## src/rtl/mandelbrot_pkg.sv

```systemverilog
// Shared types and widths for the Mandelbrot pixel scheduler and its result FIFO.
package mandelbrot_pkg;

  localparam int COORD_W = 10;
  localparam int ITER_W  = 6;

  typedef enum logic [1:0] {
    IDLE,
    ARM,
    ISSUE,
    RELEASE
  } sched_state_t;

  typedef struct packed {
    logic [COORD_W-1:0] x;
    logic [COORD_W-1:0] y;
    logic [ITER_W-1:0]  iter;
    logic               last;
  } result_entry_t;

endpackage

```

## src/rtl/mandelbrot_pixel_scheduler_if.sv

```systemverilog
// Control, engine-link and result-stream signals of the pixel scheduler.
// master is the scheduler's view; slave is the view of the surrounding system.
interface mandelbrot_pixel_scheduler_if;
  import mandelbrot_pkg::*;

  logic               start;
  logic               enable;
  logic [COORD_W-1:0] pixel_x;
  logic [COORD_W-1:0] pixel_y;
  logic               pixel_valid;
  logic               eng_result_valid;
  logic [ITER_W-1:0]  eng_iter;
  logic               eng_busy;
  logic               out_valid;
  logic               out_ready;
  logic [COORD_W-1:0] out_x;
  logic [COORD_W-1:0] out_y;
  logic [ITER_W-1:0]  out_iter;
  logic               out_last;
  logic               active;
  logic               frame_done;

  modport master (
    input  start, enable, eng_result_valid, eng_iter, eng_busy, out_ready,
    output pixel_x, pixel_y, pixel_valid, out_valid, out_x, out_y, out_iter,
           out_last, active, frame_done
  );

  modport slave (
    output start, enable, eng_result_valid, eng_iter, eng_busy, out_ready,
    input  pixel_x, pixel_y, pixel_valid, out_valid, out_x, out_y, out_iter,
           out_last, active, frame_done
  );

endinterface

```

## src/rtl/mandelbrot_pixel_scheduler_result_fifo.sv

```systemverilog
// Small first-word-fall-through FIFO holding engine results for the framebuffer
// writer. The head entry is read straight from registered storage.
module result_fifo
  import mandelbrot_pkg::*;
#(
  parameter int  DEPTH   = 4,
  parameter type entry_t = result_entry_t
) (
  input  logic                     clk,
  input  logic                     rst_n,
  input  logic                     push,
  input  entry_t                   push_data,
  output logic                     full,
  input  logic                     pop,
  output entry_t                   head,
  output logic                     empty,
  output logic [$clog2(DEPTH):0]   count
);

  localparam int PTR_W = $clog2(DEPTH);
  localparam int CNT_W = PTR_W + 1;
  localparam logic [CNT_W-1:0] CAP = CNT_W'(DEPTH);

  entry_t           mem [DEPTH];
  logic [PTR_W-1:0] wr_ptr;
  logic [PTR_W-1:0] rd_ptr;
  logic             push_fire;
  logic             pop_fire;

  assign full      = (count == CAP);
  assign empty     = (count == '0);
  assign push_fire = push && !full;
  assign pop_fire  = pop && !empty;
  assign head      = mem[rd_ptr];

  // Pointer and occupancy bookkeeping; pointers wrap naturally (DEPTH is a power of two).
  always_ff @(posedge clk or negedge rst_n) begin
    if (!rst_n) begin
      wr_ptr <= '0;
      rd_ptr <= '0;
      count  <= '0;
    end else begin
      if (push_fire) wr_ptr <= wr_ptr + 1'b1;
      if (pop_fire)  rd_ptr <= rd_ptr + 1'b1;
      unique case ({push_fire, pop_fire})
        2'b10:   count <= count + 1'b1;
        2'b01:   count <= count - 1'b1;
        default: count <= count;
      endcase
    end
  end

  // Entry storage.
  always_ff @(posedge clk or negedge rst_n) begin
    if (!rst_n) begin
      // NOTE: storage is reset along with the pointers so the head entry reads
      // as all-zero out of reset, not whatever the flops powered up with.
      for (int i = 0; i < DEPTH; i++) mem[i] <= '0;
    end else if (push_fire) begin
      mem[wr_ptr] <= push_data;
    end
  end

endmodule

```

## src/rtl/mandelbrot_pixel_scheduler.sv

```systemverilog
// Raster-scans one frame of pixel coordinates into mandelbrot_engine with a
// single transaction in flight, and queues each result for the framebuffer writer.
module mandelbrot_pixel_scheduler
  import mandelbrot_pkg::*;
#(
  parameter int H_RES      = 640,
  parameter int V_RES      = 480,
  parameter int FIFO_DEPTH = 4
) (
  input logic                          clk,
  input logic                          rst_n,
  mandelbrot_pixel_scheduler_if.master bus
);

  localparam int CNT_W = $clog2(FIFO_DEPTH) + 1;
  localparam logic [CNT_W-1:0]   FIFO_CAP = CNT_W'(FIFO_DEPTH);
  localparam logic [COORD_W-1:0] X_MAX    = COORD_W'(H_RES - 1);
  localparam logic [COORD_W-1:0] Y_MAX    = COORD_W'(V_RES - 1);

  sched_state_t       state;
  logic [COORD_W-1:0] x;
  logic [COORD_W-1:0] y;
  logic               frame_done_q;
  logic               at_last;
  logic               engine_quiet;
  logic               push;
  logic               pop;
  logic               fifo_full;
  logic               fifo_empty;
  logic [CNT_W-1:0]   fifo_count;
  result_entry_t      push_entry;
  result_entry_t      head_entry;

  assign at_last      = (x == X_MAX) && (y == Y_MAX);
  assign engine_quiet = !bus.eng_result_valid && !bus.eng_busy;
  assign push         = (state == ISSUE) && bus.eng_result_valid;
  assign pop          = !fifo_empty && bus.out_ready;
  assign push_entry   = '{x: x, y: y, iter: bus.eng_iter, last: at_last};

  // Frame sequencing: arm, issue one pixel, then wait out the engine's
  // lingering result_valid before stepping to the next coordinate.
  always_ff @(posedge clk or negedge rst_n) begin
    if (!rst_n) begin
      state        <= IDLE;
      x            <= '0;
      y            <= '0;
      frame_done_q <= 1'b0;
    end else begin
      // NOTE: non-blocking throughout, so every branch below reads the
      // pre-edge x/y/state regardless of statement order.
      frame_done_q <= 1'b0;
      unique case (state)
        IDLE: begin
          if (bus.start) begin
            x     <= '0;
            y     <= '0;
            state <= ARM;
          end
        end
        ARM: begin
          if (bus.enable && (fifo_count < FIFO_CAP) && engine_quiet) state <= ISSUE;
        end
        ISSUE: begin
          if (bus.eng_result_valid) state <= RELEASE;
        end
        RELEASE: begin
          if (engine_quiet) begin
            if (at_last) begin
              frame_done_q <= 1'b1;
              state        <= IDLE;
            end else begin
              if (x == X_MAX) begin
                x <= '0;
                y <= y + 1'b1;
              end else begin
                x <= x + 1'b1;
              end
              state <= ARM;
            end
          end
        end
        default: state <= IDLE;
      endcase
    end
  end

  result_fifo #(
    .DEPTH   (FIFO_DEPTH),
    .entry_t (result_entry_t)
  ) u_result_fifo (
    .clk       (clk),
    .rst_n     (rst_n),
    .push      (push),
    .push_data (push_entry),
    .full      (fifo_full),
    .pop       (pop),
    .head      (head_entry),
    .empty     (fifo_empty),
    .count     (fifo_count)
  );

  // ARM only issues with a free slot, so a result can never meet a full FIFO.
  assert property (@(posedge clk) disable iff (!rst_n) !(push && fifo_full))
    else $error("mandelbrot_pixel_scheduler: result pushed into a full FIFO");

  assign bus.pixel_valid = (state == ISSUE);
  assign bus.pixel_x     = x;
  assign bus.pixel_y     = y;
  assign bus.active      = (state != IDLE);
  assign bus.frame_done  = frame_done_q;
  assign bus.out_valid   = !fifo_empty;
  assign bus.out_x       = head_entry.x;
  assign bus.out_y       = head_entry.y;
  assign bus.out_iter    = head_entry.iter;
  assign bus.out_last    = head_entry.last;

endmodule

```

## src/flat_wrapper.sv

```systemverilog
// flat-port wrapper written by rule: the top's interface ports become plain ports
module mandelbrot_pixel_scheduler_flat import mandelbrot_pkg::*;
#(
  parameter int H_RES      = 640,
  parameter int V_RES      = 480,
  parameter int FIFO_DEPTH = 4
)
  (clk, rst_n, bus_start, bus_enable, bus_eng_result_valid, bus_eng_iter, bus_eng_busy, bus_out_ready, bus_pixel_x, bus_pixel_y, bus_pixel_valid, bus_out_valid, bus_out_x, bus_out_y, bus_out_iter, bus_out_last, bus_active, bus_frame_done);
  mandelbrot_pixel_scheduler_if bus_i ();
  input logic clk;
  input logic rst_n;
  input wire logic [$bits(bus_i.start)-1:0] bus_start;
  input wire logic [$bits(bus_i.enable)-1:0] bus_enable;
  input wire logic [$bits(bus_i.eng_result_valid)-1:0] bus_eng_result_valid;
  input wire logic [$bits(bus_i.eng_iter)-1:0] bus_eng_iter;
  input wire logic [$bits(bus_i.eng_busy)-1:0] bus_eng_busy;
  input wire logic [$bits(bus_i.out_ready)-1:0] bus_out_ready;
  output wire logic [$bits(bus_i.pixel_x)-1:0] bus_pixel_x;
  output wire logic [$bits(bus_i.pixel_y)-1:0] bus_pixel_y;
  output wire logic [$bits(bus_i.pixel_valid)-1:0] bus_pixel_valid;
  output wire logic [$bits(bus_i.out_valid)-1:0] bus_out_valid;
  output wire logic [$bits(bus_i.out_x)-1:0] bus_out_x;
  output wire logic [$bits(bus_i.out_y)-1:0] bus_out_y;
  output wire logic [$bits(bus_i.out_iter)-1:0] bus_out_iter;
  output wire logic [$bits(bus_i.out_last)-1:0] bus_out_last;
  output wire logic [$bits(bus_i.active)-1:0] bus_active;
  output wire logic [$bits(bus_i.frame_done)-1:0] bus_frame_done;
  assign bus_i.start = bus_start;
  assign bus_i.enable = bus_enable;
  assign bus_i.eng_result_valid = bus_eng_result_valid;
  assign bus_i.eng_iter = bus_eng_iter;
  assign bus_i.eng_busy = bus_eng_busy;
  assign bus_i.out_ready = bus_out_ready;
  assign bus_pixel_x = bus_i.pixel_x;
  assign bus_pixel_y = bus_i.pixel_y;
  assign bus_pixel_valid = bus_i.pixel_valid;
  assign bus_out_valid = bus_i.out_valid;
  assign bus_out_x = bus_i.out_x;
  assign bus_out_y = bus_i.out_y;
  assign bus_out_iter = bus_i.out_iter;
  assign bus_out_last = bus_i.out_last;
  assign bus_active = bus_i.active;
  assign bus_frame_done = bus_i.frame_done;
  mandelbrot_pixel_scheduler #(.H_RES(H_RES), .V_RES(V_RES), .FIFO_DEPTH(FIFO_DEPTH)) u_core (.clk(clk), .rst_n(rst_n), .bus(bus_i));
endmodule
```

## config.mk

```make
export PLATFORM = sky130hd
export DESIGN_NAME = mandelbrot_pixel_scheduler_flat
export DESIGN_NICKNAME = d
export VERILOG_FILES = /design/src/rtl/mandelbrot_pkg.sv /design/src/rtl/mandelbrot_pixel_scheduler_if.sv /design/src/rtl/mandelbrot_pixel_scheduler_result_fifo.sv /design/src/rtl/mandelbrot_pixel_scheduler.sv /design/src/flat_wrapper.sv
export SDC_FILE = /design/constraint.sdc
export NUM_CORES = 1
export LEC_CHECK = 0
export BUFFER_PORTS_ARGS = -buffer_cell sky130_fd_sc_hd__buf_2
export CORE_MARGIN = 3
export CORE_UTILIZATION = 45
export DETAILED_ROUTE_END_ITERATION = 6
export PLACE_DENSITY_LB_ADDON = 0.25
export SLEW_MARGIN = 20
export SYNTH_ARGS = -nofsm -noshare
export SYNTH_HDL_FRONTEND = slang
export SYNTH_HIERARCHICAL = 1
export SYNTH_SLANG_ARGS = --single-unit
```

## constraint.sdc

```tcl
create_clock -name clk -period 5.28 [get_ports clk]
set_input_delay 0.528 -clock clk [delete_from_list [all_inputs] [get_ports clk]]
set_output_delay 0.528 -clock clk [all_outputs]
set_load 0.02 [all_outputs]
```

## Yosys cells after proc, flatten, opt, wreduce, memory -nomap -nowiden

Cells that the tools add are included.

| storage, ports and cells | value |
|---|---|
| flip-flop bits (word level) | 138 |
| input bits | 13 |
| output and inout port bits | 51 |
| logic and storage cells | 95 |

| operators by class | value |
|---|---|
| add/subtract/negate cells | 6 |
| $lt $le $gt $ge | 4 |
| equality and inequality tests | 14 |
| muxes and demuxes | 25 |
| bitwise operators | 2 |
| reduce and logical (&&, ||, !) cells | 21 |

Operators with widths:

| kind | number |
|---|---|
| bitwise mux 108 bit | 1 |
| 2-to-1 mux 27 bit | 3 |
| 2-to-1 mux 10 bit | 7 |
| binary-select mux 27 bit (select 2 bit) | 1 |
| demux 27 bit (select 2 bit) | 1 |
| case mux 10 bit (2 select lines) | 2 |
| adder 10 x 1 -> 10 bit, second input constant | 2 |
| == test 10 bit, second input constant | 1 |
| == test 10 x 9 -> 1 bit, second input constant | 1 |
| logical AND 1 bit | 9 |
| 2-to-1 mux 2 bit | 4 |
| case mux 2 bit (4 select lines) | 1 |
| AND reduction 4 bit | 2 |
| == test 2 bit, second input constant | 3 |
| greater-or-equal comparator 3 bit, second input constant | 2 |
| inequality test 2 x 1 -> 1 bit, second input constant | 3 |
| inequality test 2 bit, second input constant | 3 |
| NOT 2 -> 3 bit | 2 |
| case mux 3 bit (2 select lines) | 1 |
| nonzero test 2 bit | 3 |
| AND reduction 5 bit | 1 |
| adder 2 x 1 -> 2 bit, second input constant | 2 |
| == test 2 x 1 -> 1 bit, second input constant | 2 |
| logical NOT 1 bit | 4 |
| other kinds (8) | 11 |

## Logic depth before layout (Yosys ltp)

| logic depth | value |
|---|---|
| depth after elaboration | 6 |
| depth in mapped cells | 10 |
| gate-level depth less buffers | 10 |

## Hierarchy

The synthesis kept the hierarchy.

Modules (own cells, without submodules):

| module | instances | cells each | area an instance (um2) | seq. area each (um2) |
|---|---|---|---|---|
| result_fifo | 1 | 297 | 5117.4 | 2877.8 |
| mandelbrot_pixel_scheduler | 1 | 163 | 1481.4 | 575.6 |

## Worst setup path after synthesis

OpenSTA, ideal clock, no wires.

| timing path | value |
|---|---|
| kind | reg2reg |
| from | reg u_core.state[0] |
| to | reg u_core.u_result_fifo.count[2] |
| library setup time | 79 ps |
| arrival | 2069 ps |
| required time | 5201 ps |
| slack | 3131 ps |
| cell stages (with the launch flop) | 11 |
| path buffers | 0 |
| period minus slack after synthesis | 2149 ps |
| cell sequence | dfrtp_1 inv_1 ha_1 and2_1 nand2b_1 ha_1 inv_1 fa_1 xor2_1 nor2_1 xor2_1 |

| on the way | value |
|---|---|
| longest elaborated chain between the ends | 5 |
| elaborated cells on any way between the ends | 7 |
| those cells by class | eq/ne: 3; mux: 1; reduce/logical: 3 |

RTL lines:

| element | line | text |
|---|---|---|
| from (decl) | mandelbrot_pixel_scheduler.sv:20 | `sched_state_t state;` |
| from (signal assigned) | mandelbrot_pixel_scheduler.sv:44 | `state <= IDLE;` |
| from (signal assigned) | mandelbrot_pixel_scheduler.sv:57 | `state <= ARM;` |
| from (signal assigned) | mandelbrot_pixel_scheduler.sv:61 | `if (bus.enable && (fifo_count < FIFO_CAP) && engine_quiet) state <= ISSUE;` |
| == test 2 bit (*) | -- |  |
| via bus_pixel_valid | flat_wrapper.sv:20 | `output wire logic [$bits(bus_i.pixel_valid)-1:0] bus_pixel_valid;` |
| logical AND 1 bit (*) | mandelbrot_pixel_scheduler.sv:36 | `assign push = (state == ISSUE) && bus.eng_result_valid;` |
| via u_core.push | mandelbrot_pixel_scheduler.sv:26 | `logic push;` |
| logical AND 1 bit (*) | mandelbrot_pixel_scheduler_result_fifo.sv:32 | `assign push_fire = push && !full;` |
| == test 2 x 1 -> 1 bit or == test 2 bit (tied branches) | mandelbrot_pixel_scheduler_result_fifo.sv:45 | `unique case ({push_fire, pop_fire})` |
| case mux 3 bit (2 select lines) or nonzero test 2 bit (tied branches) | -- |  |
| to (signal assigned) | mandelbrot_pixel_scheduler_result_fifo.sv:46 | `2'b10: count <= count + 1'b1;` |
| to (signal assigned) | mandelbrot_pixel_scheduler_result_fifo.sv:47 | `2'b01: count <= count - 1'b1;` |
| to (signal assigned) | mandelbrot_pixel_scheduler_result_fifo.sv:48 | `default: count <= count;` |
| to (decl) | mandelbrot_pixel_scheduler_result_fifo.sv:17 | `output logic [$clog2(DEPTH):0] count` |

Mark *: on every way through the listed nets, which the timed path passes. The rest lies on a longest branch.
A chain may end at the register's enable or synchronous reset.

## Worst setup path in the final report

| timing path | value |
|---|---|
| from | reg u_core.state[1] |
| to | reg u_core.x[7], in the netlist u_core/bus.pixel_x[7] |

| on the way | value |
|---|---|
| longest elaborated chain between the ends | 3 |
| elaborated cells on any way between the ends | 8 |
| those cells by class | eq/ne: 4; mux: 1; reduce/logical: 3 |

RTL lines:

| element | line | text |
|---|---|---|
| == test 2 bit or logical NOT 2 bit (tied branches) | mandelbrot_pixel_scheduler.sv:52 | `unique case (state)` |
| inequality test 2 bit (no source line), or another cell as far along | -- |  |
| AND reduction 4 bit (no source line) | -- |  |
| to (signal assigned) | mandelbrot_pixel_scheduler.sv:76 | `x <= x + 1'b1;` |
| to (decl) | mandelbrot_pixel_scheduler.sv:21 | `logic [COORD_W-1:0] x;` |

Several ways; a longest one is shown, not always the timed one.

==> impl_results.md <==
- Gr ovfl total: 0
- Syn_area_per_cell: 14.3 µm²
- Peak per-stage delay on the critical path: 0.67 ns
- Nets: 552
- Top FF cell, synth: dfrtp_1
- Mapped Area: 0.00660 mm²
- Total track usage: 17.0%
- CP cell instances: ha_1 -> mux2i_1 -> or2_2 -> or4_2 -> o311ai_0
- Hold Buf Count CTS: 0
- Clk root buf: clkbuf_16
- Routed Antenna Nets: 0
- RSZ-0062 raised after global routing: false
- Post_cts resized: 0
- Max-Cap Viols: 0
- CP bufs+invs: 0
- Placer congestion estimate: ~0.78
- Yosys reg bits: 138
- Routed WL: about 13,000 µm
- EDFF count, synth: 0
- Num CTS Buffers: 17
- Finish-stage setup viols: 0
- Crit-path max FO: 29
- Clock Tree Buf Depth: 2
- Die Height: 127 µm
- CP Capture Type: flip-flop
- Placed insts: 686
- DIE AREA: 0.0162 mm²
- Vias in the first global route: 4,117
- Postcts setup bufs: 0
- Post-route cell area: 0.00763 mm²
- Area delta synth->final: 15.7%
- Critical Path Slowest Stage Cell: or4_2
- Leakage: 0.00368 µW
- Syn Inst Count: 460
- Worst hold slack: 0.161 ns
- Cell family with most CP delay: simple AND/OR/NAND/NOR gates
- Slew @ Worst Pin: roughly 1 ns
- Power Density: between 400 and 500 mW/mm²
- Worst-path clk slew: roughly 0.060 ns
- VDD IR max: ~220 µV
- Cell Count, Final, Fillers Out: 719
- First-pass GRT wire length: 21,600 µm
- Vias: 3,981
- Drt pass-1 iters: 5
- Clock Latency Late Sink: 0.42 ns
- Setup CP Type: reg2reg
- Sink Count: 138
- Fin Setup TNS: 0 ns
- Post-synth cell types: 54
- Drt initial violations: ~250
- Post-Syn Nets: 486
- Hpwl dp: ~8200 µm
- Status: completed
- WL per Instance: 17.9 µm
- Data arrival, critical path: 2.94 ns
- Pins over their slew limit: 0
- Die Span X: 127 µm
- Initial core utilization: a little under half
- Placed Area: 0.00700 mm²
- Startpoint types: flip-flop
- Min cycle time layout: approximately 2.7 ns
- Worst EP required: 5.57 ns
- CORE AREA: 0.0141 mm²
- N_diodes: 0
- Yosys warning total: 6
- I/O pin count: 64
- Layout Utilization: a little over half
- Via density: 5.54
- CTS tree: done
- # DRC: 0
- FP Rows: 43
- Fraction of the cycle the final worst path needs: 50.2%
- Largest net degree at the start of global routing: 84
- Share of cells above drive strength 1: a little under half
- F_max: 0.377 GHz
- Worst slew margin: 32.7%
- Final hold vios: 0
- Register area share after synthesis: 52.3%
- Ys async rst share: 100%
- Antenna violations before repair: 0
- Clk_skew: 0.0147 ns
- H-Tree Level Count: 4
- # port buffers: 63
- HP Class: in2async
## final timing paths
path	start	end	slack, ns	cells after the start
max	u_core/state[1]$_DFFE_PN0P_	u_core/bus.pixel_x[7]$_DFFE_PN0P_	2.63	5
min	rst_n	u_core/u_result_fifo/mem[50]$_DFFE_PN0P_	0.16	1
max reg2reg	u_core/state[1]$_DFFE_PN0P_	u_core/bus.pixel_x[7]$_DFFE_PN0P_	2.63	5
min reg2reg	u_core/u_result_fifo/mem[6]$_DFFE_PN0P_	u_core/u_result_fifo/mem[6]$_DFFE_PN0P_	0.50	1
max in group asynchronous	rst_n	u_core/u_result_fifo/mem[60]$_DFFE_PN0P_	3.95	2
min in group clk	bus_eng_iter[3]	u_core/u_result_fifo/mem[4]$_DFFE_PN0P_	0.38	2
## flip-flops by register name, indices dropped and copies added (netlist names)
| register | flops |
|---|---|
| u_core/bus.pixel_x | 10 |
| u_core/u_result_fifo/rd_ptr | 2 |
| u_core/bus.frame_done | 1 |
| u_core/u_result_fifo/wr_ptr | 2 |
| u_core/bus.pixel_y | 10 |
| u_core/u_result_fifo/mem | 108 |
| u_core/state | 2 |
| u_core/u_result_fifo/count | 3 |
## worst reg2reg max path, cell delays in order, from the launching register on
cell	delay (ns)
dfrtp_1	0.40
ha_1	0.49
mux2i_1	0.16
or2_2	0.52
or4_2	0.67
o311ai_0	0.28
## placed cells by master (no fill, tap or decap), types with 2 or more instances in the layout
cell type / n
dfrtp_1: 137
mux2_2: 105
buf_2: 62
mux4_2: 27
nand2_1: 21
clkbuf_16: 17
nor2_1: 16
inv_1: 15
nand3_1: 13
o21ai_0: 13
ha_1: 12
mux2i_1: 7
a21oi_1: 7
clkinv_4: 5
nor2_4: 5
mux2_4: 5
o31ai_1: 4
xnor2_1: 4
bufinv_16: 3
clkinv_2: 3
o211ai_1: 3
nor4_1: 3
xor2_1: 3
clkinvlp_4: 2
nand4_1: 2
and2_1: 2
and3_1: 2
nor3_1: 2
o22ai_1: 2
a211o_1: 2
or4_2: 2
o311ai_0: 2
o32ai_1: 2
buf_4: 2
## metal layers
metal  vias to the layer above  global-route usage, %  wire length (µm)
met5                         -                      0                 0
met4                         0                   4.92               104
met3                         9                   4.26               506
met2                        81                   27.7              6440
met1                      2054                   22.7              5850
li1                       1837                      -                 -
## synthesized netlist by cell type (2+ instances only)
| master | number | area share (%) |
|---|---|---|
| nor2_4 | 5 | 0.85 |
| a211o_1 | 2 | 0.27 |
| o211ai_1 | 3 | 0.34 |
| o31ai_1 | 4 | 0.46 |
| nand3_1 | 13 | 0.99 |
| nor2_1 | 16 | 0.91 |
| o32ai_1 | 2 | 0.27 |
| xor2_1 | 3 | 0.40 |
| and3_1 | 2 | 0.19 |
| mux2i_1 | 7 | 1.1 |
| buf_2 | 2 | 0.15 |
| a21oi_1 | 7 | 0.53 |
| buf_6 | 9 | 1.5 |
| and2_1 | 2 | 0.19 |
| mux4_2 | 27 | 9.2 |
| mux2_2 | 105 | 18 |
| o21ai_0 | 13 | 0.99 |
| o311ai_0 | 2 | 0.27 |
| dfrtp_1 | 138 | 52 |
| inv_1 | 15 | 0.85 |
| nand4_1 | 2 | 0.19 |
| mux2_4 | 5 | 1.1 |
| nand2_1 | 21 | 1.2 |
| or4_2 | 2 | 0.27 |
| ha_1 | 12 | 2.3 |
| o22ai_1 | 2 | 0.19 |
| clkbuf_1 | 5 | 0.28 |
| nor4_1 | 3 | 0.28 |
| xnor2_1 | 4 | 0.53 |
| clkbuf_8 | 2 | 0.42 |
| nor3_1 | 2 | 0.15 |
## metrics by stage
step / setup slack [ns] / power, µW
after floorplan: 3.13 / 2270
after global placement: 2.75 / 2490
after detailed placement: 2.68 / 2540
after CTS: 2.37 / 3760
after global routing: 2.43 / 3930
final: 2.63 / 3720
## power breakdown
part	total [µW]	internal, µW	leakage [µW]	switching [µW]
Sequential	1410	1260	0.00186	154
Clock	1210	757	0.000296	450
Combinational	1100	523	0.00152	582
Total	3720	2540	0.00368	1190
## area by class of cell
cell class                      count  area [µm²]
Fill cell                        1185        6460
Sequential cell                   138        3450
Multi-Input combinational cell    288        2930
Clock buffer                       18         439
Timing Repair Buffer               66         357
Tap cell                          180         225
Clock inverter                     14         173
Inverter                           15        56.3
## cell families (layout without fill, tap and decap cells)
group | Yosys count | after routing | share of synthesized area [%]
buf+inv | 34 | 113 | 3.30
mux | 144 | 144 | 29.3
fa+ha+maj | 13 | 13 | 2.58
compound gates | 43 | 43 | 4.38
xor+xnor | 7 | 7 | 0.929
flops | 138 | 138 | 52.3
simple gates | 81 | 81 | 7.15
Power figures use the tool's default switching activity.
